==> src/rtl/spi_flash_xip_pkg.sv <==
// Shared definitions for the SPI flash execute-in-place bridge: FSM encoding,
// CSR offsets, the READ opcode and the SPI frame length helper.
package spi_flash_xip_pkg;

   typedef enum logic [1:0] {
      ST_IDLE     = 2'd0,
      ST_CS_SETUP = 2'd1,
      ST_SHIFT    = 2'd2,
      ST_CS_HOLD  = 2'd3
   } state_t;

   localparam logic [4:0] CSR_DIV_OFS    = 5'h00;
   localparam logic [4:0] CSR_CS_SEL_OFS = 5'h04;
   localparam logic [4:0] CSR_STATUS_OFS = 5'h08;

   localparam logic [7:0] OPCODE_READ = 8'h03;
   localparam int         DATA_BITS   = 32;

   // Frame length: opcode byte, address bytes, one data word.
   function automatic int nbits(input int addr_bytes);
      return 8 + 8 * addr_bytes + DATA_BITS;
   endfunction

   // Flash bytes arrive lowest address first; APB word is little-endian.
   function automatic logic [31:0] byte_swap(input logic [31:0] w);
      return {w[7:0], w[15:8], w[23:16], w[31:24]};
   endfunction

endpackage

==> src/rtl/spi_flash_xip_shifter.sv <==
// Mode-0 SPI shift engine: divider, sclk generation, bit counter and TX/RX
// shift registers with a start/done handshake.
module spi_flash_xip_shifter
   import spi_flash_xip_pkg::*;
#(
   parameter int NBITS = 64,
   parameter int DIV_W = 8
) (
   input  logic                 clk,
   input  logic                 reset,
   input  logic                 start,
   input  logic [DIV_W-1:0]     div,
   input  logic [NBITS-1:0]     tx_data,
   input  logic                 miso,
   output logic                 sclk,
   output logic                 mosi,
   output logic                 done,
   output logic [DATA_BITS-1:0] rx_data
);

   localparam int              CNT_W    = $clog2(NBITS);
   localparam logic [CNT_W-1:0] LAST_BIT = CNT_W'(NBITS - 1);

   logic                 active_r;
   logic                 sclk_r;
   logic                 mosi_r;
   logic [DIV_W-1:0]     div_r;
   logic [DIV_W-1:0]     div_cnt_r;
   logic [CNT_W-1:0]     bit_cnt_r;
   logic [NBITS-1:0]     tx_r;
   logic [DATA_BITS-1:0] rx_r;
   logic                 half_end_s;

   assign half_end_s = active_r && (div_cnt_r == div_r);
   // Frame ends on the falling edge of the last bit.
   assign done    = half_end_s && sclk_r && (bit_cnt_r == LAST_BIT);
   assign sclk    = sclk_r;
   assign mosi    = mosi_r;
   assign rx_data = rx_r;

   // Shift engine state: half-period counting, edge generation, data movement.
   always_ff @(posedge clk or posedge reset) begin
      if (reset) begin
         active_r  <= 1'b0;
         sclk_r    <= 1'b0;
         mosi_r    <= 1'b0;
         div_r     <= {DIV_W{1'b0}};
         div_cnt_r <= {DIV_W{1'b0}};
         bit_cnt_r <= {CNT_W{1'b0}};
         tx_r      <= {NBITS{1'b0}};
         rx_r      <= {DATA_BITS{1'b0}};
      end else if (start && !active_r) begin
         active_r  <= 1'b1;
         sclk_r    <= 1'b0;
         mosi_r    <= tx_data[NBITS-1];
         tx_r      <= {tx_data[NBITS-2:0], 1'b0};
         div_r     <= div;
         div_cnt_r <= {DIV_W{1'b0}};
         bit_cnt_r <= {CNT_W{1'b0}};
      end else if (active_r) begin
         if (half_end_s) begin
            div_cnt_r <= {DIV_W{1'b0}};
            if (!sclk_r) begin
               sclk_r <= 1'b1;
               rx_r   <= {rx_r[DATA_BITS-2:0], miso};
            end else begin
               sclk_r <= 1'b0;
               if (bit_cnt_r == LAST_BIT) begin
                  active_r <= 1'b0;
                  mosi_r   <= 1'b0;
               end else begin
                  bit_cnt_r <= bit_cnt_r + CNT_W'(1'b1);
                  mosi_r    <= tx_r[NBITS-1];
                  tx_r      <= {tx_r[NBITS-2:0], 1'b0};
               end
            end
         end else begin
            div_cnt_r <= div_cnt_r + DIV_W'(1'b1);
         end
      end else begin
         sclk_r <= 1'b0;
      end
   end

endmodule

==> src/rtl/spi_flash_xip.sv <==
// APB slave SPI flash execute-in-place bridge with a small CSR window.
// Optional one-word read buffer enabled by SPI_FLASH_XIP_LINEBUF_EN.
module spi_flash_xip
   import spi_flash_xip_pkg::*;
#(
   parameter logic [31:0] FLASH_ADDR_START = 32'h3000_0000,
   parameter logic [31:0] FLASH_ADDR_END   = 32'h3fff_ffff,
   parameter int          CS_NUM           = 2,
   parameter int          ADDR_BYTES       = 3,
   parameter int          DIV_W            = 8,
   parameter int          DEFAULT_DIV      = 0
) (
   input  logic              clk,
   input  logic              reset,
   input  logic [31:0]       in_paddr,
   input  logic              in_psel,
   input  logic              in_penable,
   input  logic [2:0]        in_pprot,
   input  logic              in_pwrite,
   input  logic [31:0]       in_pwdata,
   input  logic [3:0]        in_pstrb,
   output logic              in_pready,
   output logic [31:0]       in_prdata,
   output logic              in_pslverr,
   output logic              spi_clk,
   output logic [CS_NUM-1:0] spi_cs,
   output logic              spi_mosi,
   input  logic              spi_miso
);

   localparam int NBITS = nbits(ADDR_BYTES);
   localparam int CSW   = (CS_NUM > 1) ? $clog2(CS_NUM) : 1;
   localparam int AW    = 8 * ADDR_BYTES;

   state_t            state_r;
   state_t            state_nxt_s;
   logic [DIV_W-1:0]  div_r;
   logic [CSW-1:0]    cs_sel_r;
   logic [CS_NUM-1:0] spi_cs_r;
   logic [31:0]       addr_r;
   logic              abort_r;
   logic              pready_r;
   logic [31:0]       prdata_r;
   logic              pslverr_r;

   logic              access_s;
   logic              in_window_s;
   logic              flash_rd_s;
   logic              req_s;
   logic              spi_req_s;
   logic              quick_s;
   logic              csr_wr_s;
   logic              cs_sel_bad_s;
   logic              busy_s;
   logic              lb_hit_s;
   logic [31:0]       lb_data_s;
   logic [31:0]       quick_rdata_s;
   logic              quick_err_s;
   logic [CS_NUM-1:0] cs_onehot_s;
   logic              shift_start_s;
   logic              shift_done_s;
   logic [NBITS-1:0]  tx_data_s;
   logic [31:0]       rx_data_s;
   logic              unused_s;

   assign access_s     = in_psel && in_penable;
   assign in_window_s  = (in_paddr >= FLASH_ADDR_START) && (in_paddr <= FLASH_ADDR_END);
   assign flash_rd_s   = in_window_s && !in_pwrite;
   // Requests are only taken while idle and not already being answered.
   assign req_s        = (state_r == ST_IDLE) && in_psel && !pready_r;
   assign spi_req_s    = req_s && in_penable && flash_rd_s && !lb_hit_s;
   assign quick_s      = req_s && !(flash_rd_s && !lb_hit_s);
   assign csr_wr_s     = quick_s && !in_window_s && in_pwrite;
   assign cs_sel_bad_s = (in_pwdata >= 32'(CS_NUM));
   assign busy_s       = (state_r != ST_IDLE);
   assign shift_start_s = (state_r == ST_CS_SETUP);
   assign tx_data_s    = {OPCODE_READ, addr_r[AW-1:0], 32'h0000_0000};
   assign unused_s     = ^{in_pprot, in_pstrb, addr_r};

   assign in_pready  = pready_r;
   assign in_prdata  = prdata_r;
   assign in_pslverr = pslverr_r;
   assign spi_cs     = spi_cs_r;

`ifdef SPI_FLASH_XIP_LINEBUF_EN
   logic        lb_valid_r;
   logic [29:0] lb_addr_r;
   logic [31:0] lb_data_r;

   assign lb_hit_s  = flash_rd_s && lb_valid_r && (lb_addr_r == in_paddr[31:2]);
   assign lb_data_s = lb_data_r;

   // Line buffer: refilled by every finished SPI read, dropped on CSR writes.
   always_ff @(posedge clk or posedge reset) begin
      if (reset) begin
         lb_valid_r <= 1'b0;
         lb_addr_r  <= 30'h0;
         lb_data_r  <= 32'h0;
      end else if (csr_wr_s) begin
         lb_valid_r <= 1'b0;
      end else if (shift_done_s) begin
         lb_valid_r <= 1'b1;
         lb_addr_r  <= addr_r[31:2];
         lb_data_r  <= byte_swap(rx_data_s);
      end else begin
         lb_valid_r <= lb_valid_r;
      end
   end
`else
   assign lb_hit_s  = 1'b0;
   assign lb_data_s = 32'h0;
`endif

   // One-hot of the selected chip select.
   always_comb begin
      for (int i = 0; i < CS_NUM; i++) begin
         cs_onehot_s[i] = (cs_sel_r == CSW'(i));
      end
   end

   // Response for accesses answered without SPI traffic.
   always_comb begin
      quick_rdata_s = 32'h0;
      quick_err_s   = 1'b0;
      if (in_window_s) begin
         if (in_pwrite) begin
            quick_err_s = 1'b1;
         end else begin
            quick_rdata_s = lb_data_s;
         end
      end else begin
         case (in_paddr[4:0])
            CSR_DIV_OFS:    quick_rdata_s = in_pwrite ? 32'h0 : 32'(div_r);
            CSR_CS_SEL_OFS: begin
               if (in_pwrite) begin
                  quick_err_s = cs_sel_bad_s;
               end else begin
                  quick_rdata_s = 32'(cs_sel_r);
               end
            end
            CSR_STATUS_OFS: quick_rdata_s = in_pwrite ? 32'h0 : {31'h0, busy_s};
            default:        quick_rdata_s = 32'h0;
         endcase
      end
   end

   // FSM next state.
   always_comb begin
      state_nxt_s = state_r;
      case (state_r)
         ST_IDLE: begin
            if (spi_req_s) begin
               state_nxt_s = ST_CS_SETUP;
            end else begin
               state_nxt_s = ST_IDLE;
            end
         end
         ST_CS_SETUP: state_nxt_s = ST_SHIFT;
         ST_SHIFT: begin
            if (shift_done_s) begin
               state_nxt_s = ST_CS_HOLD;
            end else begin
               state_nxt_s = ST_SHIFT;
            end
         end
         ST_CS_HOLD: state_nxt_s = ST_IDLE;
         default:    state_nxt_s = ST_IDLE;
      endcase
   end

   // FSM state register.
   always_ff @(posedge clk or posedge reset) begin
      if (reset) begin
         state_r <= ST_IDLE;
      end else begin
         state_r <= state_nxt_s;
      end
   end

   // Transfer context: address, chip select, and abandoned-transfer tracking.
   always_ff @(posedge clk or posedge reset) begin
      if (reset) begin
         addr_r   <= 32'h0;
         abort_r  <= 1'b0;
         spi_cs_r <= {CS_NUM{1'b1}};
      end else if (spi_req_s) begin
         addr_r   <= {in_paddr[31:2], 2'b00};
         abort_r  <= 1'b0;
         spi_cs_r <= ~cs_onehot_s;
      end else begin
         if (shift_done_s) begin
            spi_cs_r <= {CS_NUM{1'b1}};
         end
         if (busy_s && !access_s) begin
            abort_r <= 1'b1;
         end
      end
   end

   // Control/status registers.
   always_ff @(posedge clk or posedge reset) begin
      if (reset) begin
         div_r    <= DIV_W'(DEFAULT_DIV);
         cs_sel_r <= {CSW{1'b0}};
      end else if (csr_wr_s) begin
         case (in_paddr[4:0])
            CSR_DIV_OFS: div_r <= in_pwdata[DIV_W-1:0];
            CSR_CS_SEL_OFS: begin
               if (!cs_sel_bad_s) begin
                  cs_sel_r <= in_pwdata[CSW-1:0];
               end
            end
            default: div_r <= div_r;
         endcase
      end
   end

   // APB response: single-cycle pready pulse, data zero outside the pulse.
   always_ff @(posedge clk or posedge reset) begin
      if (reset) begin
         pready_r  <= 1'b0;
         prdata_r  <= 32'h0;
         pslverr_r <= 1'b0;
      end else if (quick_s) begin
         pready_r  <= 1'b1;
         prdata_r  <= quick_rdata_s;
         pslverr_r <= quick_err_s;
      end else if (shift_done_s && !abort_r && access_s) begin
         pready_r  <= 1'b1;
         prdata_r  <= byte_swap(rx_data_s);
         pslverr_r <= 1'b0;
      end else begin
         pready_r  <= 1'b0;
         prdata_r  <= 32'h0;
         pslverr_r <= 1'b0;
      end
   end

   spi_flash_xip_shifter #(
      .NBITS (NBITS),
      .DIV_W (DIV_W)
   ) u_shifter (
      .clk     (clk),
      .reset   (reset),
      .start   (shift_start_s),
      .div     (div_r),
      .tx_data (tx_data_s),
      .miso    (spi_miso),
      .sclk    (spi_clk),
      .mosi    (spi_mosi),
      .done    (shift_done_s),
      .rx_data (rx_data_s)
   );

endmodule

==> config.mk <==
export PLATFORM = sky130hd
export DESIGN_NAME = spi_flash_xip
export DESIGN_NICKNAME = d
export VERILOG_FILES = /design/src/rtl/spi_flash_xip_pkg.sv /design/src/rtl/spi_flash_xip_shifter.sv /design/src/rtl/spi_flash_xip.sv
export SDC_FILE = /design/constraint.sdc
export NUM_CORES = 1
export LEC_CHECK = 0
export ABC_AREA = 1
export CAP_MARGIN = 20
export CORE_MARGIN = 3
export CORE_UTILIZATION = 54
export CTS_CLUSTER_SIZE = 12
export DETAILED_ROUTE_END_ITERATION = 12
export PLACE_DENSITY = 0.8
export SKIP_LAST_GASP = 1
export SLEW_MARGIN = 20
export SYNTH_ARGS = -nofsm -noshare
export SYNTH_HDL_FRONTEND = slang
export SYNTH_SLANG_ARGS = --single-unit
==> constraint.sdc <==
create_clock -name clk -period 5.45 [get_ports clk]
set_input_delay 0.545 -clock clk [delete_from_list [all_inputs] [get_ports clk]]
set_output_delay 0.545 -clock clk [all_outputs]
set_load 0.05 [all_outputs]
==> reports/qor.yml <==
critical_path:
  worstSetupStartpoint: "state_r[0]"
  crit_type: "reg -> reg"
  worstPathRequired_ns: 5.76
  crit_family: "simple AND/OR/NAND/NOR gates"
  cpPeakStageDelay_ns: 0.91
  r2r_start: "state_r[0]"
  arrival_ns: 3.19
  cp-end-kind: "register"
  worst-path-max-fanout: 64
  reg2reg_depth: 7
  cp_cell_sequence: "ha_1, inv_1, nor2_2, inv_2, nand2_1, nand4_1, nand2_1"
  startpoint_type: "register"
  cp.depth: 7
  crit_path_top_delay_cell: "nand2_1"
  ff2ff_setup_slack_ns: 2.56
  critPathCapture: "u_shifter.bit_cnt_r[5]"
  r2r_end: "u_shifter.bit_cnt_r[5]"
  critPathMostFrequentCell: "nand2_1"
  crit_buf_inv: 2
clock_network:
  cts_max_path_buffers: 2
  cts-root-buf: "clkbuf_16"
  cts_setup_buffers: 0
  clk_pin_slew_ns: 0.06
  cts_buffers: 17
  htree_levels: 4
  cts_resized: 0
  clkSinkCount: 156
  ctsHoldBuffers: 0
  cts_tree: "built"
  clk_latency_ns: 0.43
global_route:
  grt_usage_pct: 22.83
  grt_pass1_wl_um: 26480
  grt_overflow_total: 0
  grt_pass1_vias: 5540
  grt_max_degree: 116
  antenna_found_initial: 0
floorplanning:
  std_cell_rows: 41
  floorplan.initialDensity_pct: 55.86
  die_w_um: 121.0
  die_h_um: 121.0
  fp.coreArea_um2: 12770
  die-area_um2: 14630
  io_pins: 115
yosys:
  synth-edff-count: 0
  yosysTopAreaCell: "dfrtp_1"
  synth_nets: 939
  syn_inst: 857
  netlist_area_um2: 7136
  ys_ff_latch: 156
  async_flop_share_pct: 100.0
  synth_top_cell_area_share_pct: 54.01
  yosysWarnings: 0
  synth_area_leaders: "dfrtp_1 (54%), nand2_1 (16%), inv_1 (3.9%)"
  synthFlopType: "dfrtp_1"
  ys_seq_area_share_pct: 54.74
  yosysUniqueCellTypes: 32
  avgSynthCellArea_um2: 8.326
placed_design:
  io_buffers: 103
  gp_congestion: 0.8688
  hpwl_um: 10370
sta:
  period_share_pct: 52.95
  relSlewSlack_pct: 30.36
  clock_skew_ns: 0.008948
  worst_hold_slack_ns: 0.4712
  tightest_slew_ns: 1.042
  fin_crit_ns: 2.886
  finalMaxSlewViolations: 0
  final-setup-viol-count: 0
  hold_viol_final: 0
  setup_tns_ns: 0
  rsz0062_at_grt: "no"
  clock.fmax_ghz: 0.3465
pwr:
  seqPwrFrac_pct: 49.3
  comb_power_share_pct: 3.6
  p_sw_share_pct: 21.23
  clkPwrFrac_pct: 47.1
  leakage_nw: 4.364
  irDropWorstVdd_uv: 248.9
  p_int_w: 0.001863
  p_per_area_nw_per_um2: 270.2
  power_switching_w: 0.0005019
route:
  drtIter0Drc: 514
  dr.pass1.iters: 5
  drc: 0
  ant_nets: 0
  vias: 5759
  avgRoutedWirePerCell_um: 14.12
  routed_wl_um: 15960
  drt-vias-per-instance: 5.096
min_path:
  min_from: "addr_r[13]"
  hp-class: "reg -> reg"
layout:
  antenna_cells: 0
  syn_to_final_growth_pct: 22.65
  layout_commonest_cell: "nand2_1"
  num-nets-final: 1027
  final_cell_mix: "nand2_1 (308), dfrtp_1 (154), clkdlybuf4s50_1 (103)"
  fin_util_pct: 68.52
  drive_above_1_share_pct: 7.829
  nFillCells: 1002
status:
  outcome: "completed"
flow_run:
  cap_violations: 0
worst min-delay path by stage:
stage                       endpoint  slack, ns  depth (start not counted)
final                     addr_r[13]       0.47                          2
after global routing      addr_r[15]       0.50                          2
after CTS                 addr_r[13]       0.47                          2
after detailed placement  addr_r[13]       0.46                          2
after global placement     addr_r[2]       0.45                          2
after floorplan           addr_r[10]       0.44                          2
worst register-to-register path, delay by kind of cell (launching register included):
family / cells / cell delay, ns
and+or+nand+nor: 4 / 1.33
DFF: 1 / 0.39
buffers and inverters: 2 / 0.80
adders and majority gates: 1 / 0.24
cell usage after synthesis, types with 3 or more instances:
cell,n
a21oi_1,8
buf_1,4
buf_2,3
buf_4,3
buf_6,9
clkbuf_1,16
clkbuf_2,3
dfrtp_1,154
ha_1,5
inv_1,74
inv_2,6
mux2_2,5
nand2_1,308
nand3_1,47
nand4_1,43
nor2_1,73
nor2_2,14
nor3_1,4
o21ai_0,51
o21ai_2,6
xor2_1,6
power groups by stage:
stage	logic, W	registers [W]	clock network, W
6_report	0.0000843	0.00117	0.00111
5_1_grt	0.0000939	0.00117	0.00117
4_1_cts	0.0000859	0.00117	0.00113
3_5_place_dp	0.0000856	0.00119	0
3_3_place_gp	0.0000848	0.00119	0
2_1_floorplan	0.0000281	0.00119	0
routing by layer:
layer,up-vias,part of all wire [%],track usage [%]
met5,-,0,0
met4,0,1.2,6.091
met3,18,5.6,7.692
met2,112,49,35.88
met1,2740,44,30.60
li1,2889,-,-
cells by family (layout without fill, tap and decap cells):
logic type / after synthesis / in the layout / share of synthesized area [%]
and+or+nand+nor: 499 / 499 / 30.25
DFF: 156 / 156 / 54.74
buffers and inverters: 118 / 219 / 7.417
AOI/OAI and AO/OA: 68 / 68 / 5.190
xor gates and xnor gates: 6 / 6 / 0.7364
adders and majority gates: 5 / 5 / 0.8767
muxes: 5 / 5 / 0.7890
final cells by class:
class | count | area [µm²] | area share (%)
Tap cell | 172 | 215.2 | 2.459
Clock inverter | 9 | 86.33 | 0.9864
Sequential cell | 156 | 3906 | 44.63
Timing Repair Buffer | 107 | 1061 | 12.12
Multi-Input combinational cell | 583 | 2708 | 30.94
Inverter | 80 | 307.8 | 3.517
Clock buffer | 23 | 467.9 | 5.347
sequential cells by signal (all words and copies together), names as in the netlist, 2 cells and up:
signal / cells
in_prdata: 32
u_shifter.rx_data: 32
u_shifter.tx_r: 29
addr_r: 22
div_r: 8
u_shifter.div_cnt_r: 8
u_shifter.div_r: 8
u_shifter.bit_cnt_r: 6
spi_cs: 2
state_r: 2
metrics by stage:
step,instances,power [W],setup WS (ns),instance area [µm²]
3_5_place_dp,1098,0.001273,2.345,8188
2_1_floorplan,857,0.001215,0.7018,7136
4_1_cts,1130,0.002379,2.623,8742
3_3_place_gp,1098,0.001272,2.403,8188
6_report,1130,0.002365,2.564,8752
5_1_grt,1130,0.002431,2.269,8752
Power figures use the tool's default switching activity.
